**src/rtl/riskhdl_isa_pkg.sv**
```systemverilog
`default_nettype none
// +--------------------------------------------------------------------+
// | Package  : riskhdl_isa_pkg                                         |
// | Purpose  : riskHDL 16-bit ISA encodings and decoded op ids.        |
// | Revision : 1.0  initial release                                    |
// +--------------------------------------------------------------------+
package riskhdl_isa_pkg;

  // Major opcode field instr[15:11]
  localparam logic [4:0] OPC_ALU  = 5'b00000;
  localparam logic [4:0] OPC_LHI  = 5'b00001;
  localparam logic [4:0] OPC_LLI  = 5'b00010;
  localparam logic [4:0] OPC_LDRI = 5'b00011;
  localparam logic [4:0] OPC_LDR  = 5'b00100;
  localparam logic [4:0] OPC_STRI = 5'b00101;
  localparam logic [4:0] OPC_STR  = 5'b00110;
  localparam logic [4:0] OPC_ADDI = 5'b00111;
  localparam logic [4:0] OPC_SUBI = 5'b01000;
  localparam logic [4:0] OPC_MOV  = 5'b01011;
  localparam logic [4:0] OPC_JMP  = 5'b10000;
  localparam logic [4:0] OPC_JALI = 5'b10001;
  localparam logic [4:0] OPC_JAL  = 5'b10010;
  localparam logic [4:0] OPC_JR   = 5'b10011;
  localparam logic [4:0] OPC_SYS  = 5'b11100;

  // Branches are selected on instr[15:12], condition in instr[11:8]
  localparam logic [3:0] BR_PREFIX = 4'b1100;
  localparam logic [3:0] COND_EQ   = 4'b0000;
  localparam logic [3:0] COND_NE   = 4'b0001;
  localparam logic [3:0] COND_CS   = 4'b0010;
  localparam logic [3:0] COND_CC   = 4'b0011;
  localparam logic [3:0] COND_AL   = 4'b1110;

  // Function field instr[1:0]
  localparam logic [1:0] F2_ADD  = 2'b00;
  localparam logic [1:0] F2_ADC  = 2'b01;
  localparam logic [1:0] F2_SUB  = 2'b10;
  localparam logic [1:0] F2_SBB  = 2'b11;
  localparam logic [1:0] F2_STR  = 2'b00;
  localparam logic [1:0] F2_CMP  = 2'b01;
  localparam logic [1:0] F2_OUTR = 2'b00;
  localparam logic [1:0] F2_HLT  = 2'b01;

  typedef enum logic [4:0] {
    OP_ADD  = 5'd0,  OP_ADC  = 5'd1,  OP_SUB  = 5'd2,  OP_SBB  = 5'd3,
    OP_SUBI = 5'd4,  OP_MOV  = 5'd5,  OP_STRI = 5'd6,  OP_STR  = 5'd7,
    OP_CMP  = 5'd8,  OP_ADDI = 5'd9,  OP_LDR  = 5'd10, OP_LDRI = 5'd11,
    OP_LLI  = 5'd12, OP_LHI  = 5'd13, OP_JMP  = 5'd14, OP_JALI = 5'd15,
    OP_JAL  = 5'd16, OP_JR   = 5'd17, OP_OUTR = 5'd18, OP_HLT  = 5'd19,
    OP_BEQ  = 5'd20, OP_BNE  = 5'd21, OP_BCS  = 5'd22, OP_BCC  = 5'd23,
    OP_BAL  = 5'd24, OP_ILLEGAL = 5'd31
  } op_e;

  // Ops whose target field is a meaningful PC-relative address
  function automatic logic op_is_pcrel(op_e op);
    case (op)
      OP_BEQ, OP_BNE, OP_BCS, OP_BCC, OP_BAL, OP_JMP, OP_JALI: op_is_pcrel = 1'b1;
      default:                                                  op_is_pcrel = 1'b0;
    endcase
  endfunction

endpackage
`default_nettype wire

```
**src/rtl/instr_decode_stage_if.sv**
```systemverilog
`default_nettype none
// +--------------------------------------------------------------------+
// | Interface : instr_decode_stage_if                                  |
// | Purpose   : fetch-side and register-read-side bundle of the decode |
// |             stage, plus its status outputs.                        |
// | Revision  : 1.0  initial release                                   |
// +--------------------------------------------------------------------+
interface instr_decode_stage_if #(
  parameter int XLEN      = 16,
  parameter int ILL_CNT_W = 8
);
  logic                 flush;
  logic                 in_valid;
  logic                 in_ready;
  logic [15:0]          in_instr;
  logic [XLEN-1:0]      in_pc;
  logic                 out_valid;
  logic                 out_ready;
  logic [4:0]           out_op;
  logic [2:0]           out_rd;
  logic [2:0]           out_rs;
  logic [2:0]           out_rt;
  logic [XLEN-1:0]      out_imm;
  logic [XLEN-1:0]      out_target;
  logic [XLEN-1:0]      out_pc;
  logic                 halted;
  logic [ILL_CNT_W-1:0] ill_cnt;

  // Environment side: supplies words and downstream readiness
  modport master (
    output flush, in_valid, in_instr, in_pc, out_ready,
    input  in_ready, out_valid, out_op, out_rd, out_rs, out_rt,
           out_imm, out_target, out_pc, halted, ill_cnt
  );

  // Decode stage side
  modport slave (
    input  flush, in_valid, in_instr, in_pc, out_ready,
    output in_ready, out_valid, out_op, out_rd, out_rs, out_rt,
           out_imm, out_target, out_pc, halted, ill_cnt
  );
endinterface
`default_nettype wire

```
**src/rtl/instr_decode_comb.sv**
```systemverilog
`default_nettype none
// +--------------------------------------------------------------------+
// | Module   : instr_decode_comb                                       |
// | Purpose  : pure combinational riskHDL instruction decoder.         |
// | Revision : 1.0  initial release                                    |
// +--------------------------------------------------------------------+
module instr_decode_comb
  import riskhdl_isa_pkg::*;
#(
  parameter int XLEN = 16
) (
  input  logic [15:0]     instr_i,
  output op_e             op_o,
  output logic [2:0]      rd_o,
  output logic [2:0]      rs_o,
  output logic [2:0]      rt_o,
  output logic [XLEN-1:0] imm_o,
  output logic            is_pcrel_o
);

  logic [4:0] w_opc;
  logic [1:0] w_f2;
  logic [3:0] w_cond;

  assign w_opc  = instr_i[15:11];
  assign w_f2   = instr_i[1:0];
  assign w_cond = instr_i[11:8];

  assign rd_o = instr_i[10:8];
  assign rs_o = instr_i[7:5];
  assign rt_o = instr_i[4:2];

  // Opcode / function / condition to op id
  always_comb begin
    op_o = OP_ILLEGAL;
    if (instr_i[15:12] == BR_PREFIX) begin
      case (w_cond)
        COND_EQ: op_o = OP_BEQ;
        COND_NE: op_o = OP_BNE;
        COND_CS: op_o = OP_BCS;
        COND_CC: op_o = OP_BCC;
        COND_AL: op_o = OP_BAL;
        default: op_o = OP_ILLEGAL;
      endcase
    end else begin
      case (w_opc)
        OPC_ALU: begin
          case (w_f2)
            F2_ADD:  op_o = OP_ADD;
            F2_ADC:  op_o = OP_ADC;
            F2_SUB:  op_o = OP_SUB;
            default: op_o = OP_SBB;
          endcase
        end
        OPC_LHI:  op_o = OP_LHI;
        OPC_LLI:  op_o = OP_LLI;
        OPC_LDRI: op_o = OP_LDRI;
        OPC_LDR:  op_o = OP_LDR;
        OPC_STRI: op_o = OP_STRI;
        OPC_STR: begin
          if (w_f2 == F2_STR)      op_o = OP_STR;
          else if (w_f2 == F2_CMP) op_o = OP_CMP;
          else                     op_o = OP_ILLEGAL;
        end
        OPC_ADDI: op_o = OP_ADDI;
        OPC_SUBI: op_o = OP_SUBI;
        OPC_MOV:  op_o = OP_MOV;
        OPC_JMP:  op_o = OP_JMP;
        OPC_JALI: op_o = OP_JALI;
        OPC_JAL:  op_o = OP_JAL;
        OPC_JR:   op_o = OP_JR;
        OPC_SYS: begin
          if (w_f2 == F2_OUTR)     op_o = OP_OUTR;
          else if (w_f2 == F2_HLT) op_o = OP_HLT;
          else                     op_o = OP_ILLEGAL;
        end
        default:  op_o = OP_ILLEGAL;
      endcase
    end
  end

  // Immediate extraction and extension, keyed on the decoded op
  always_comb begin
    imm_o = '0;
    case (op_o)
      OP_LHI, OP_LLI:
        imm_o = {{(XLEN-8){1'b0}}, instr_i[7:0]};
      OP_LDRI, OP_STRI, OP_ADDI, OP_SUBI:
        imm_o = {{(XLEN-5){1'b0}}, instr_i[4:0]};
      OP_BEQ, OP_BNE, OP_BCS, OP_BCC, OP_BAL:
        imm_o = {{(XLEN-8){instr_i[7]}}, instr_i[7:0]};
      OP_JMP, OP_JALI:
        imm_o = {{(XLEN-11){instr_i[10]}}, instr_i[10:0]};
      default:
        imm_o = '0;
    endcase
  end

  assign is_pcrel_o = op_is_pcrel(op_o);

endmodule
`default_nettype wire

```
**src/rtl/instr_decode_stage.sv**
```systemverilog
`default_nettype none
// +--------------------------------------------------------------------+
// | Module   : instr_decode_stage                                      |
// | Purpose  : registered valid/ready decode stage with a two-entry    |
// |            skid pipeline, target adder, flush, sticky halt and a   |
// |            saturating illegal-instruction counter.                 |
// | Revision : 1.0  initial release                                    |
// +--------------------------------------------------------------------+
module instr_decode_stage
  import riskhdl_isa_pkg::*;
#(
  parameter int XLEN      = 16,
  parameter int ILL_CNT_W = 8
) (
  input  logic                 clk,
  input  logic                 rst,
  instr_decode_stage_if.slave  bus
);

  typedef struct packed {
    op_e             op;
    logic [2:0]      rd;
    logic [2:0]      rs;
    logic [2:0]      rt;
    logic [XLEN-1:0] imm;
    logic [XLEN-1:0] target;
    logic [XLEN-1:0] pc;
  } dec_t;

  op_e             w_op;
  logic [2:0]      w_rd, w_rs, w_rt;
  logic [XLEN-1:0] w_imm;
  logic            w_is_pcrel;
  dec_t            w_new;
  logic            w_in_ready, w_accept, w_out_fire;

  dec_t                 out_q,       out_d;
  logic                 out_valid_q, out_valid_d;
  dec_t                 skid_q,      skid_d;
  logic                 skid_valid_q, skid_valid_d;
  logic                 halted_q,    halted_d;
  logic [ILL_CNT_W-1:0] ill_cnt_q,   ill_cnt_d;

  instr_decode_comb #(.XLEN(XLEN)) u_dec (
    .instr_i    (bus.in_instr),
    .op_o       (w_op),
    .rd_o       (w_rd),
    .rs_o       (w_rs),
    .rt_o       (w_rt),
    .imm_o      (w_imm),
    .is_pcrel_o (w_is_pcrel)
  );

  // Non-PC-relative ops get the fall-through PC so the field is still deterministic
  assign w_new = '{
    op:     w_op,
    rd:     w_rd,
    rs:     w_rs,
    rt:     w_rt,
    imm:    w_imm,
    target: bus.in_pc + XLEN'(1) + (w_is_pcrel ? w_imm : '0),
    pc:     bus.in_pc
  };

  // Ready only from registered state (and reset), never from out_ready
  assign w_in_ready = !skid_valid_q && !halted_q && !rst;
  assign w_accept   = bus.in_valid && w_in_ready && !bus.flush;
  assign w_out_fire = out_valid_q && bus.out_ready;

  // Pipeline, halt and counter next-state
  always_comb begin
    out_d        = out_q;
    out_valid_d  = out_valid_q;
    skid_d       = skid_q;
    skid_valid_d = skid_valid_q;
    halted_d     = halted_q;
    ill_cnt_d    = ill_cnt_q;
    if (bus.flush) begin
      out_valid_d  = 1'b0;
      skid_valid_d = 1'b0;
    end else begin
      if (!out_valid_q || w_out_fire) begin
        // Output slot frees up: older skid word goes first to keep order
        if (skid_valid_q) begin
          out_d        = skid_q;
          out_valid_d  = 1'b1;
          skid_valid_d = 1'b0;
        end else if (w_accept) begin
          out_d       = w_new;
          out_valid_d = 1'b1;
        end else begin
          out_valid_d = 1'b0;
        end
      end else if (w_accept) begin
        skid_d       = w_new;
        skid_valid_d = 1'b1;
      end
      if (w_accept && (w_op == OP_HLT)) begin
        halted_d = 1'b1;
      end
      if (w_accept && (w_op == OP_ILLEGAL) && (ill_cnt_q != {ILL_CNT_W{1'b1}})) begin
        ill_cnt_d = ill_cnt_q + ILL_CNT_W'(1);
      end
    end
  end

  // State registers with synchronous reset
  always_ff @(posedge clk) begin
    if (rst) begin
      out_q        <= '0;
      out_valid_q  <= 1'b0;
      skid_q       <= '0;
      skid_valid_q <= 1'b0;
      halted_q     <= 1'b0;
      ill_cnt_q    <= '0;
    end else begin
      out_q        <= out_d;
      out_valid_q  <= out_valid_d;
      skid_q       <= skid_d;
      skid_valid_q <= skid_valid_d;
      halted_q     <= halted_d;
      ill_cnt_q    <= ill_cnt_d;
    end
  end

  assign bus.in_ready   = w_in_ready;
  assign bus.out_valid  = out_valid_q;
  assign bus.out_op     = out_q.op;
  assign bus.out_rd     = out_q.rd;
  assign bus.out_rs     = out_q.rs;
  assign bus.out_rt     = out_q.rt;
  assign bus.out_imm    = out_q.imm;
  assign bus.out_target = out_q.target;
  assign bus.out_pc     = out_q.pc;
  assign bus.halted     = halted_q;
  assign bus.ill_cnt    = ill_cnt_q;

endmodule
`default_nettype wire

```
**src/flat_wrapper.sv**
```systemverilog
// flat-port wrapper written by rule: the top's interface ports become plain ports
module instr_decode_stage_flat import riskhdl_isa_pkg::*;
#(
  parameter int XLEN      = 16,
  parameter int ILL_CNT_W = 8
)
  (clk, rst, bus_flush, bus_in_valid, bus_in_instr, bus_in_pc, bus_out_ready, bus_in_ready, bus_out_valid, bus_out_op, bus_out_rd, bus_out_rs, bus_out_rt, bus_out_imm, bus_out_target, bus_out_pc, bus_halted, bus_ill_cnt);
  instr_decode_stage_if #(.XLEN(XLEN), .ILL_CNT_W(ILL_CNT_W)) bus_i ();
  input  logic clk;
  input  logic rst;
  input wire logic [$bits(bus_i.flush)-1:0] bus_flush;
  input wire logic [$bits(bus_i.in_valid)-1:0] bus_in_valid;
  input wire logic [$bits(bus_i.in_instr)-1:0] bus_in_instr;
  input wire logic [$bits(bus_i.in_pc)-1:0] bus_in_pc;
  input wire logic [$bits(bus_i.out_ready)-1:0] bus_out_ready;
  output wire logic [$bits(bus_i.in_ready)-1:0] bus_in_ready;
  output wire logic [$bits(bus_i.out_valid)-1:0] bus_out_valid;
  output wire logic [$bits(bus_i.out_op)-1:0] bus_out_op;
  output wire logic [$bits(bus_i.out_rd)-1:0] bus_out_rd;
  output wire logic [$bits(bus_i.out_rs)-1:0] bus_out_rs;
  output wire logic [$bits(bus_i.out_rt)-1:0] bus_out_rt;
  output wire logic [$bits(bus_i.out_imm)-1:0] bus_out_imm;
  output wire logic [$bits(bus_i.out_target)-1:0] bus_out_target;
  output wire logic [$bits(bus_i.out_pc)-1:0] bus_out_pc;
  output wire logic [$bits(bus_i.halted)-1:0] bus_halted;
  output wire logic [$bits(bus_i.ill_cnt)-1:0] bus_ill_cnt;
  assign bus_i.flush = bus_flush;
  assign bus_i.in_valid = bus_in_valid;
  assign bus_i.in_instr = bus_in_instr;
  assign bus_i.in_pc = bus_in_pc;
  assign bus_i.out_ready = bus_out_ready;
  assign bus_in_ready = bus_i.in_ready;
  assign bus_out_valid = bus_i.out_valid;
  assign bus_out_op = bus_i.out_op;
  assign bus_out_rd = bus_i.out_rd;
  assign bus_out_rs = bus_i.out_rs;
  assign bus_out_rt = bus_i.out_rt;
  assign bus_out_imm = bus_i.out_imm;
  assign bus_out_target = bus_i.out_target;
  assign bus_out_pc = bus_i.out_pc;
  assign bus_halted = bus_i.halted;
  assign bus_ill_cnt = bus_i.ill_cnt;
  instr_decode_stage #(.XLEN(XLEN), .ILL_CNT_W(ILL_CNT_W)) u_core (.clk(clk), .rst(rst), .bus(bus_i));
endmodule
```
**config.mk**
```make
export PLATFORM = sky130hd
export DESIGN_NAME = instr_decode_stage_flat
export DESIGN_NICKNAME = d
export VERILOG_FILES = /design/src/rtl/riskhdl_isa_pkg.sv /design/src/rtl/instr_decode_stage_if.sv /design/src/rtl/instr_decode_comb.sv /design/src/rtl/instr_decode_stage.sv /design/src/flat_wrapper.sv
export SDC_FILE = /design/constraint.sdc
export NUM_CORES = 1
export LEC_CHECK = 0
export CORE_MARGIN = 4
export CORE_UTILIZATION = 45
export DETAILED_ROUTE_END_ITERATION = 10
export PLACE_DENSITY = 0.72
export REMOVE_ABC_BUFFERS = 1
export SETUP_SLACK_MARGIN = 0.2
export SYNTH_ARGS = -nofsm -noshare
export SYNTH_HDL_FRONTEND = slang
export SYNTH_SLANG_ARGS = --single-unit
```
**constraint.sdc**
```tcl
create_clock -name clk -period 6.74 [get_ports clk]
set_clock_uncertainty 0.15 [all_clocks]
set_input_delay 1.348 -clock clk [delete_from_list [all_inputs] [get_ports clk]]
set_output_delay 1.348 -clock clk [all_outputs]
set_load 0.01 [all_outputs]
```
Yosys cells after proc, flatten, opt, wreduce, memory -nomap -nowiden:

Index checks and enable logic that the tools add are counted.
W data, S select, Z words.

* add/subtract/negate cells: 3
* multipliers: 0
* div/mod/pow operators: 0
* $lt $le $gt $ge: 0
* eq/ne operators: 37
* shifts and indexed selects: 0
* multiplexer cells: 15
* bitwise logic cells: 2
* reductions and logical operators: 29

Operators by type and width (count)
* $mux W62: 2
* $pmux W5 S15: 1
* $pmux W16 S4: 1
* $eq A5 B5 Y1 const B: 12
* $eq A5 B4 Y1 const B: 8
* $eq A5 B3 Y1 const B: 6
* $pmux W4 S5: 1
* $add A16 B1 Y16 const B: 1
* $add A16 B16 Y16: 1
* $mux W16: 1
* $mux W5: 3
* $eq A5 B2 Y1 const B: 2
* $add A8 B1 Y8 const B: 1
* $eq A4 B2 Y1 const B: 2
* $eq A4 B4 Y1 const B: 2
* $logic_and A1 B1 Y1: 8
* $mux W4: 2
* $ne A8 B8 Y1 const B: 1
* $reduce_or A7 Y1: 1
* $pmux W2 S3: 1
* $reduce_and A3 Y1: 2
* $reduce_or A2 Y1: 3
* $eq A5 B1 Y1 const B: 1
* $logic_not A1 Y1: 5
* 14 further kinds: 18

* bits in registers: 135
* latch bits: 0
* memory bits (writable): 0
* bits in read-only memories: 0
* input bits: 37
* output and inout port bits: 73
* logic and storage cells: 104
* memories: 0

Longest topological paths before layout:

* depth after elaboration: 12
* mapped depth: 20
* gate-level depth less buffers: 19

By module:

From an unflattened synthesis, not the netlist that was laid out.

* cell total of the unflattened synthesis: 861
* area total of the unflattened synthesis: 7013.0 um2

By module, submodules not included
* instr_decode_stage: times used 1, cells each 748, area each 6278.5 um2
* instr_decode_comb: times used 1, cells each 113, area each 734.5 um2

Worst setup path before layout:

OpenSTA, ideal clock, no wires.

* path type: input to register
* start point: input port bus_in_instr[13]
* end point: register u_core.out_q (netlist bit u_core.bus.out_target[14])
* library setup time: 86 ps
* data arrival time: 5789 ps
* required time: 6504 ps
* slack: 715 ps
* cell stages on the path: 19
* buffers on the path: 1
* path through: buf_2 -> or4_4 -> nor2b_4 -> a221oi_4 -> nand4b_1 -> a21oi_1 -> or2_2 -> nand3_1 -> ha_1 -> inv_1 -> fa_1 -> a21o_1 -> a21oi_1 -> o21bai_1 -> a31o_2 -> a2111o_1 -> a2111oi_0 -> o31ai_1 -> a211oi_1

* word-level cells in the longest chain between the ends: 10
* elaborated cells between the ends (all ways): 42
* classes of those cells: add/sub (1); eq/ne (28); mux (7); reduce/logical (6)

Ends and longest elaborated chain
* start: declaration: RTL line flat_wrapper.sv:13 `input wire logic [$bits(bus_i.in_instr)-1:0] bus_in_instr;`
* $eq A5 B5 Y1, or another cell as far along: RTL line instr_decode_comb.sv:46 `case (w_opc)`
* $pmux W5 S15: RTL line instr_decode_comb.sv:46
* $mux W5 (*): RTL line instr_decode_comb.sv:36 `if (instr_i[15:12] == BR_PREFIX) begin`
* $eq A5 B5 Y1, or another cell as far along: RTL line riskhdl_isa_pkg.sv:56, instr_decode_comb.sv:85
* $reduce_or A5 Y1, or another cell as far along: RTL line instr_decode_comb.sv:85 `case (op_o)`
* $pmux W16 S4 / $mux W1 (equally long branches): RTL line instr_decode_comb.sv:85, riskhdl_isa_pkg.sv:56
* $mux W16 (*): RTL line instr_decode_stage.sv:61 `target: bus.in_pc + XLEN'(1) + (w_is_pcrel ? w_imm : '0),`
* $add A16 B16 Y16 (*): RTL line instr_decode_stage.sv:61
* $mux W62 (*): RTL line instr_decode_stage.sv:88 `end else if (w_accept) begin`
* $mux W62 (*): RTL line instr_decode_stage.sv:84 `if (skid_valid_q) begin`
* end signal: assignment: RTL line instr_decode_stage.sv:117 `out_q <= out_d;`
* end: declaration: RTL line instr_decode_stage.sv:37 `dec_t out_q, out_d;`

Mark *: on every way between the ends. The rest lies on a longest branch, timed or not. The select of a mux whose other input is x is not followed.
A chain may end at the register's enable or synchronous reset.

Final worst setup path:

* start point: input port bus_in_instr[14]
* end point: register u_core.out_q (netlist bit u_core.bus.out_target[14])

The elaborated chain is that of the path after synthesis.

==> results.py <==
metrics = {
    "timing": {
        "slew_headroom_pct": 28.9,
        "fin_ws_ns": 0.497,
        "clock.fmax_mhz": 160,
        "tightest_slew_ns": 1.06,
        "setup_violations": 0,
        "slew_viol_final": 0,
        "setup_tns_ns": 0,
        "fin_crit_ns": 6.24,
        "rsz0062_at_grt": "no",
        "hold_viol": 0,
        "post-route-period-util_pct": 92.6,
    },
    "run_status": {
        "status": "complete, no violations",
    },
    "detailed_routing": {
        "drt-pass1-iter-count": 5,
        "wl_met2_mm": 7.50,
        "drt-total-wl_mm": 16.6,
        "drc": 0,
        "vias": 5977,
        "antenna_left": 0,
        "met1_length_mm": 7.88,
        "initialDrtViolationCount": 480,
        "routed.top_layer": "met4",
        "dr_wl_met3_um": 851,
        "viasPerCell": 5.57,
        "wl_per_cell_um": 15.5,
    },
    "global_routing": {
        "grt_antenna_before_repair": 0,
        "overflow": 0,
        "gr-usage-all-layers_pct": 21.0,
        "grt_max_degree": 92,
        "grt_pass1_vias": 5673,
        "grt_pass1_wl_mm": 27.7,
    },
    "yosys": {
        "syn_area_sq_um": 6360,
        "syn_inst": 796,
        "ys_seq_area_share_pct": 39.3,
        "synth_edf_count": 0,
        "synth_ff_type": "dfxtp_1",
        "syn_area_per_cell_sq_um": 7.99,
        "synthDistinctLibCells": 63,
        "synthArstFlopShare_pct": 0,
        "yosysWarnings": 0,
        "ys_seq_elements": 125,
    },
    "setup_path": {
        "r2r_end": "u_core.bus.out_target[9]",
        "regToRegStartpoint": "u_core.skid_valid_q",
        "crit_arrival_ns": 6.43,
        "worst-path-max-fanout": 6,
        "r2r_slack_ns": 3.77,
        "crit_type": "input pin to register",
        "endpoint": "u_core.bus.out_target[14]",
        "endpoint_kind": "register",
        "worstSetupStartpoint": "bus_in_instr[14]",
        "r2r_cells": 7,
        "crit_path_start_kind": "input pin",
        "critPathRequiredTime_ns": 6.92,
    },
    "floorplanning": {
        "core.rowCount": 43,
        "pin_count": 110,
        "die_y_um": 127,
        "core_area_sq_um": 13900,
        "dieArea_sq_um": 16100,
        "chipWidth_um": 127,
        "initial_core_util_pct": 45.8,
    },
    "clock_tree": {
        "hold_buffers": 0,
        "post_cts_buffers": 0,
        "path_clk_slew_ns": 0.06,
        "cts_resized": 0,
        "clkLatencyLatePin_ns": 0.42,
        "cts_tree": "done",
        "root_buffer": "clkbuf_16",
        "cts_buffers": 17,
        "clock_sinks": 125,
        "cts.path.max_buffers": 2,
        "ctsHtreeMaxLevel": 4,
    },
    "finish": {
        "multi_input_comb_area_sq_um": 3540,
        "fin_util_pct": 58.9,
        "final_nets": 934,
        "diodes": 0,
        "regArea_sq_um": 2500,
        "drive_gt1_share_pct": 7.84,
        "n_fill_cell": 1307,
        "layoutNonFillerInstCount": 1073,
        "area_growth_syn_to_layout_pct": 28.5,
        "fin_area_sq_um": 8170,
    },
    "pwr": {
        "powerDensity_nw_per_um2": 237,
        "p_leak_uw": 0.00290,
        "peakVddDrop_mv": 0.155,
    },
    "placed_design": {
        "hpwl_mm": 10.8,
        "port_buffers": 109,
        "dp_slack_ns": 0.0960,
        "place_area_sq_um": 7580,
        "routabilityCongestion": 0.915,
        "place_inst": 1041,
    },
    "hold_path": {
        "hp-class": "register to register",
        "min_from": "u_core.skid_q[51]",
    },
    "flow_run": {
        "drv_cap": 0,
    },
}
-- metrics by stage --
stage | power, uW | hold slack (ns)
after global placement | 1030 | 0.291
after CTS | 1950 | 0.304
after detailed placement | 1030 | 0.296
after global routing | 2010 | 0.319
final | 1940 | 0.302
after floorplan | 915 | 0.280
-- synth_stat cells, drive strengths merged (16+ instances only) --
cell / n / area (sq um)
a211oi: 50 / 375
a21oi: 91 / 455
clkbuf: 54 / 204
dfxtp: 125 / 2500
ha: 16 / 200
inv: 16 / 60.1
mux2i: 34 / 340
nand2: 120 / 453
nand3: 19 / 95.1
nor2: 89 / 334
o211ai: 27 / 203
o21ai: 19 / 95.1
-- placed cells by master (no fill, tap or decap), types with 3 or more instances in the layout --
cell type / count
nor3_1: 10
and3_1: 8
nor2_1: 88
a211oi_1: 50
bufinv_16: 3
o31ai_1: 7
a31oi_1: 5
o211ai_1: 27
nand3_1: 19
or3_1: 5
clkdlybuf4s50_1: 108
nor2b_1: 4
a21o_1: 6
a21oi_1: 91
nand2b_1: 3
o21a_1: 4
mux2i_1: 34
nand4_1: 4
dfxtp_1: 124
o22ai_1: 4
inv_1: 16
o21ai_0: 19
xor2_1: 4
xnor2_1: 6
nor4_1: 3
or4_1: 5
clkbuf_16: 17
buf_4: 23
ha_1: 16
a21boi_0: 4
nand2_1: 118
and2_1: 3
clkinv_2: 6
-- state kept, by name, summed over array words and instances, names as in the netlist --
register,flops
u_core.skid_q,57
u_core.bus.out_pc,16
u_core.bus.out_target,16
u_core.bus.out_imm,11
u_core.bus.ill_cnt,8
u_core.bus.out_op,5
u_core.bus.out_rd,3
u_core.bus.out_rs,3
u_core.bus.out_rt,3
u_core.bus.halted,1
u_core.bus.out_valid,1
u_core.skid_valid_q,1
-- metal layers --
metal,up-vias,global-route usage [%]
met5,-,0
met4,0,9.02
met3,33,5.14
met2,145,32.6
met1,2773,27.9
li1,3026,-
-- cells by family after synthesis --
| logic type | share of synthesized area, % |
|---|---|
| AOI/OAI and AO/OA | 24.3 |
| muxes | 5.70 |
| adders and majority gates | 3.46 |
| and+or+nand+nor | 20.6 |
| xor gates and xnor gates | 1.38 |
| buffers and inverters | 5.25 |
| DFF | 39.3 |
-- critical path, stage by stage --
cell and delay [ns]:
clkdlybuf4s50_1 0.57, nand2_2 0.13, or4_4 0.52, nor2b_4 0.15, a221oi_4 0.28, mux2i_1 0.12
and2_1 0.18, or2_2 0.31, nand3_1 0.10, ha_1 0.17, inv_1 0.05, fa_1 0.38
a21o_1 0.17, a21oi_1 0.18, o21bai_1 0.11, a31o_2 0.27, a2111o_1 0.46, a2111oi_0 0.44
buf_4 0.19, o31ai_1 0.07, a211oi_1 0.23
-- where the power goes --
group	internal, uW	switching (uW)
clock network	587	332
logic	116	142
registers	752	6.65
-- cell type report --
type	count	area share (%)
multi-input combinational	589	43.3
sequential	125	30.6
timing repair buffer	131	15.3
clock buffer	20	5.47
tap	180	2.76
clock inverter	12	1.76
inverter	16	0.735
-- worst min-delay path by stage --
stage / end / depth (start not counted)
after floorplan: u_core.skid_q[19] / 2
after global placement: u_core.skid_q[17] / 2
after detailed placement: u_core.bus.out_op[3] / 2
after CTS: u_core.skid_q[30] / 2
after global routing: u_core.skid_q[50] / 2
final: u_core.skid_q[51] / 2
(Power assumes the default switching activity.)
